**src/rtl/usbdev_aon_resume_tx.sv**
```systemverilog
// Always-on remote-wakeup transmitter: once the bus has been idle (J) long enough, drives resume K on D+/D-.
// Single registered FSM; pad outputs and status pulses change only on clock edges.
module usbdev_aon_resume_tx #(
  parameter int unsigned IdleCycles   = 400,
  parameter int unsigned ResumeCycles = 400,
  parameter int unsigned CntW         = 16
) (
  input  logic clk_aon_i,
  input  logic rst_aon_i,
  input  logic usb_dp_i,
  input  logic usb_dn_i,
  input  logic usb_sense_i,
  input  logic pinflip_aon_i,
  input  logic wake_detect_active_aon_i,
  input  logic remote_wake_req_aon_i,
  output logic usb_oe_o,
  output logic usb_dp_o,
  output logic usb_dn_o,
  output logic resume_active_o,
  output logic resume_done_o,
  output logic resume_abort_o
);

  typedef enum logic [1:0] {
    IDLE,
    WAIT_IDLE,
    DRIVE_K
  } state_e;

  localparam logic [CntW-1:0] IdleLast   = CntW'(IdleCycles - 1);
  localparam logic [CntW-1:0] ResumeLast = CntW'(ResumeCycles - 1);
  localparam logic [CntW-1:0] CntMax     = {CntW{1'b1}};

  state_e          state;
  logic [CntW-1:0] cnt;
  logic [CntW-1:0] cnt_inc;
  logic            armed;
  logic [1:0]      dp_sync;
  logic [1:0]      dn_sync;
  logic            line_j;
  logic            k_dp;

  // Pins are asynchronous to the AON clock; no reset needed on the synchronizer.
  always_ff @(posedge clk_aon_i) begin
    dp_sync <= {dp_sync[0], usb_dp_i};
    dn_sync <= {dn_sync[0], usb_dn_i};
  end

  assign line_j  = pinflip_aon_i ? (!dp_sync[1] && dn_sync[1]) : (dp_sync[1] && !dn_sync[1]);
  assign k_dp    = pinflip_aon_i;
  assign cnt_inc = (cnt == CntMax) ? cnt : cnt + 1'b1;

  always_ff @(posedge clk_aon_i) begin
    if (rst_aon_i) begin
      state           <= IDLE;
      cnt             <= '0;
      armed           <= 1'b1;
      usb_oe_o        <= 1'b0;
      usb_dp_o        <= 1'b0;
      usb_dn_o        <= 1'b0;
      resume_active_o <= 1'b0;
      resume_done_o   <= 1'b0;
      resume_abort_o  <= 1'b0;
    end else begin
      resume_done_o  <= 1'b0;
      resume_abort_o <= 1'b0;
      if (!remote_wake_req_aon_i) armed <= 1'b1;
      case (state)
        IDLE: begin
          usb_oe_o <= 1'b0;
          usb_dp_o <= 1'b0;
          usb_dn_o <= 1'b0;
          if (remote_wake_req_aon_i && armed && wake_detect_active_aon_i && usb_sense_i) begin
            state           <= WAIT_IDLE;
            cnt             <= '0;
            resume_active_o <= 1'b1;
          end
        end
        WAIT_IDLE: begin
          if (!remote_wake_req_aon_i) begin
            state           <= IDLE;
            resume_active_o <= 1'b0;
          end else if (!usb_sense_i || !wake_detect_active_aon_i || !line_j) begin
            state           <= IDLE;
            resume_active_o <= 1'b0;
            resume_abort_o  <= 1'b1;
            armed           <= 1'b0;
          end else if (cnt == IdleLast) begin
            state    <= DRIVE_K;
            cnt      <= '0;
            usb_oe_o <= 1'b1;
            usb_dp_o <= k_dp;
            usb_dn_o <= !k_dp;
          end else begin
            cnt <= cnt_inc;
          end
        end
        DRIVE_K: begin
          // Only VBUS loss may cut K short; everything else waits for the full duration.
          if (!usb_sense_i || cnt == ResumeLast) begin
            state           <= IDLE;
            resume_active_o <= 1'b0;
            usb_oe_o        <= 1'b0;
            usb_dp_o        <= 1'b0;
            usb_dn_o        <= 1'b0;
            armed           <= 1'b0;
            resume_abort_o  <= !usb_sense_i;
            resume_done_o   <= usb_sense_i;
          end else begin
            cnt <= cnt_inc;
          end
        end
        default: begin
          state           <= IDLE;
          resume_active_o <= 1'b0;
          usb_oe_o        <= 1'b0;
        end
      endcase
    end
  end

endmodule

```
**config.mk**
```make
export PLATFORM = sky130hd
export DESIGN_NAME = usbdev_aon_resume_tx
export DESIGN_NICKNAME = d
export VERILOG_FILES = /design/src/rtl/usbdev_aon_resume_tx.sv
export SDC_FILE = /design/constraint.sdc
export NUM_CORES = 1
export LEC_CHECK = 0
export CAP_MARGIN = 25
export CORE_UTILIZATION = 50
export CTS_CLUSTER_DIAMETER = 120
export DETAILED_ROUTE_END_ITERATION = 16
export MAX_ROUTING_LAYER = met4
export PLACE_DENSITY_LB_ADDON = 0.15
export SYNTH_ARGS = -nofsm -noshare
export SYNTH_HDL_FRONTEND = slang
export SYNTH_SLANG_ARGS = --single-unit
```
**constraint.sdc**
```tcl
create_clock -name clk_aon_i -period 2.2 [get_ports clk_aon_i]
set_input_delay 0.22 -clock clk_aon_i [delete_from_list [all_inputs] [get_ports clk_aon_i]]
set_output_delay 0.22 -clock clk_aon_i [all_outputs]
set_load 0.02 [all_outputs]
```
==> results.json <==
{
  "crit_path_max_fanout": 14,
  "reg2reg_slack_ns": 0.1,
  "finish.utilization_pct": 64.8,
  "finalNetCount": 233,
  "vias": 1656,
  "ios": 14,
  "synth_cell_types": 49,
  "finClkSkew_ns": 0.00584,
  "grt_use_total_pct": 27.0,
  "yosys-top-cells-area": "dfxtp_1 34%, a21oi_1 5.2%, nand2_1 3.7%",
  "antenna_cells": 0,
  "worst_setup_path_end_kind": "register",
  "postCtsSetupRepairBufs": 0,
  "routed_wl_um": 4290,
  "synth_edf_count": 0,
  "dieArea_um2": 3680,
  "insertion_delay_ns": 0.33,
  "place.gp.congestion": 0.840,
  "synth_nets": 205,
  "startpoint_type": "register",
  "p_leak_nw": 0.660,
  "slew-limit-headroom_pct": 68.0,
  "cap_violations": 0,
  "seq_area_um2": 581,
  "die_w_um": 60.7,
  "status": "finished, final reports clean",
  "synth_cells": 192,
  "antenna_found_initial": 0,
  "ir_worst_vdd_v": 0.000459,
  "critPathKind": "reg2reg",
  "async_flop_share_pct": 0,
  "p_per_area_nw_per_um2": 646,
  "setup_viol": 0,
  "syn_area_um2": 1720,
  "hold_buffers": 0,
  "whs_path_depth": 1,
  "arrival_ns": 2.34,
  "total_power_w": 0.00132,
  "finalCriticalPeriod_ns": 2.10,
  "area_delta_synth_final_pct": 18.6,
  "root_buffer": "clkbuf_4",
  "final_cells": 264,
  "cts_htree_levels": 2,
  "n_fill_cell": 274,
  "avgViaCountPerCell": 6.27,
  "clk_pin_slew_ns": 0.09,
  "max_freq_mhz": 476,
  "maxSlewViolCount": 0,
  "grt_first_pass_wirelength_um": 7020,
  "ys_warn_count": 0,
  "layout-drive-gt1-share_pct": 20.0,
  "yosysTopAreaCell": "dfxtp_1",
  "die_y_um": 60.7,
  "min_path_type": "in2reg",
  "hpwl_um": 3150,
  "dp_cells": 257,
  "cts_sinks": 29,
  "fin_tns_setup_ns": 0,
  "holdWs_ns": 0.334,
  "start_util_pct": 54.6,
  "cts_buffers": 5,
  "rsz0062_at_grt": "false",
  "ant_nets": 0,
  "grt_max_degree": 15,
  "synth_flop_cell": "dfxtp_1",
  "multi_input_area_um2": 1070,
  "fin_crit_sh_pct": 95.6,
  "worstMarginPinSlew_ns": 0.476,
  "netlist.area_leader.share_pct": 33.7,
  "ys_seq_elements": 29,
  "drc": 0,
  "drtPass1Iterations": 4,
  "placementRows": 20,
  "hold_viol_final": 0,
  "core_area_um2": 3150,
  "drt-wirelength-per-cell_um": 16.3,
  "cp.required_ns": 2.43,
  "io_buffers": 13,
  "globalRouteOverflowTotal": 0,
  "syn_area_per_cell_um2": 8.97,
  "r2r_cells": 6,
  "initialDrtViolationCount": 104,
  "ys_seq_area_share_pct": 33.7,
  "cts_buffer_depth": 2,
  "cts_tree": "done",
  "grt_pass1_vias": 1601,
  "synth.top_cells.by_count": "29 x dfxtp_1, 18 x a21oi_1, 17 x nand2_1",
  "post-synth-top-count-cell": "dfxtp_1"
}
cell families after synthesis:
group	synth area share [%]
muxes	1.16
and+or+nand+nor	22.8
DFF	33.7
buffers and inverters	5.23
AOI/OAI and AO/OA	33.5
adders and majority gates	3.63
worst paths after layout:
path,to,startpoint
min,dp_sync[0]$_DFF_P_,usb_dp_i
min reg2reg,dn_sync[1]$_DFF_P_,dn_sync[0]$_DFF_P_
max reg2reg,cnt[5]$_SDFFE_PP0P_,cnt[0]$_SDFFE_PP0P_
max,cnt[5]$_SDFFE_PP0P_,cnt[0]$_SDFFE_PP0P_
flip-flops by register name, summed over array words and instances (netlist names):
name / count
cnt: 16
dn_sync: 2
dp_sync: 2
state: 2
armed: 1
resume_abort_o: 1
resume_active_o: 1
resume_done_o: 1
usb_dn_o: 1
usb_dp_o: 1
usb_oe_o: 1
metrics by stage:
| stage | cell area, um^2 | worst slack, ns |
|---|---|---|
| after floorplan | 1720 | 0.424 |
| after detailed placement | 1970 | 0.0980 |
| after CTS | 2030 | 0.0774 |
| after global routing | 2040 | 0.0171 |
| after global placement | 1970 | 0.160 |
| final | 2040 | 0.0974 |
metal layers:
layer | global-route usage [%] | vias to the layer above | wire length, um
met2 | 42.5 | 45 | 2010
met3 | 5.76 | 9 | 175
met4 | 12.7 | 0 | 70
met5 | - | - | 0
li1 | - | 801 | -
met1 | 32.9 | 801 | 2030
worst max-delay path, stage by stage (launching register included):
cell and delay (ns):
dfxtp_1 0.40, ha_1 0.24, and3_1 0.35, and4_1 0.40, o22ai_4 0.20, a21o_1 0.20, a31o_1 0.20
layout by cell type, fill, tap and decap left out, drive strengths merged, types with 2 or more instances in the layout:
cell / count
dfxtp: 29
a21oi: 21
nand2: 17
buf: 16
clkdlybuf4s50: 13
nor3: 12
o21ai: 11
nor2: 9
inv: 8
nand3: 7
clkbuf: 7
nand4: 6
a41oi: 6
ha: 5
nand2b: 4
o211ai: 4
a21o: 4
a31o: 4
a211oi: 4
o2111ai: 4
and3: 3
nor4: 3
mux2i: 2
o31ai: 2
a2bb2oi: 2
or2: 2
o32ai: 2
final cells by class:
cell class              instances  share of cell area [%]
inverters                       9                    1.65
clock buffers                   7                    2.69
flip-flops and latches         29                    28.4
well taps                      44                    2.69
multi-input cells             146                    52.3
repair buffers                 29                    12.2
repair_timing:
| item | 4_1_cts | 5_1_grt |
|---|---|---|
| endpoints found under the setup margin | 0 | 5 |
| gates resized for setup | 0 | 2 |
| endpoints found under the hold margin | 0 | 0 |
where the power goes:
group          internal, W  switching (W)  total, W  leakage, nW
combinational     0.000176       0.000246  0.000422        0.393
sequential        0.000546      0.0000147  0.000561        0.236
clock             0.000151       0.000186  0.000337       0.0314
Note: power is estimated with default switching activity, not from simulation.
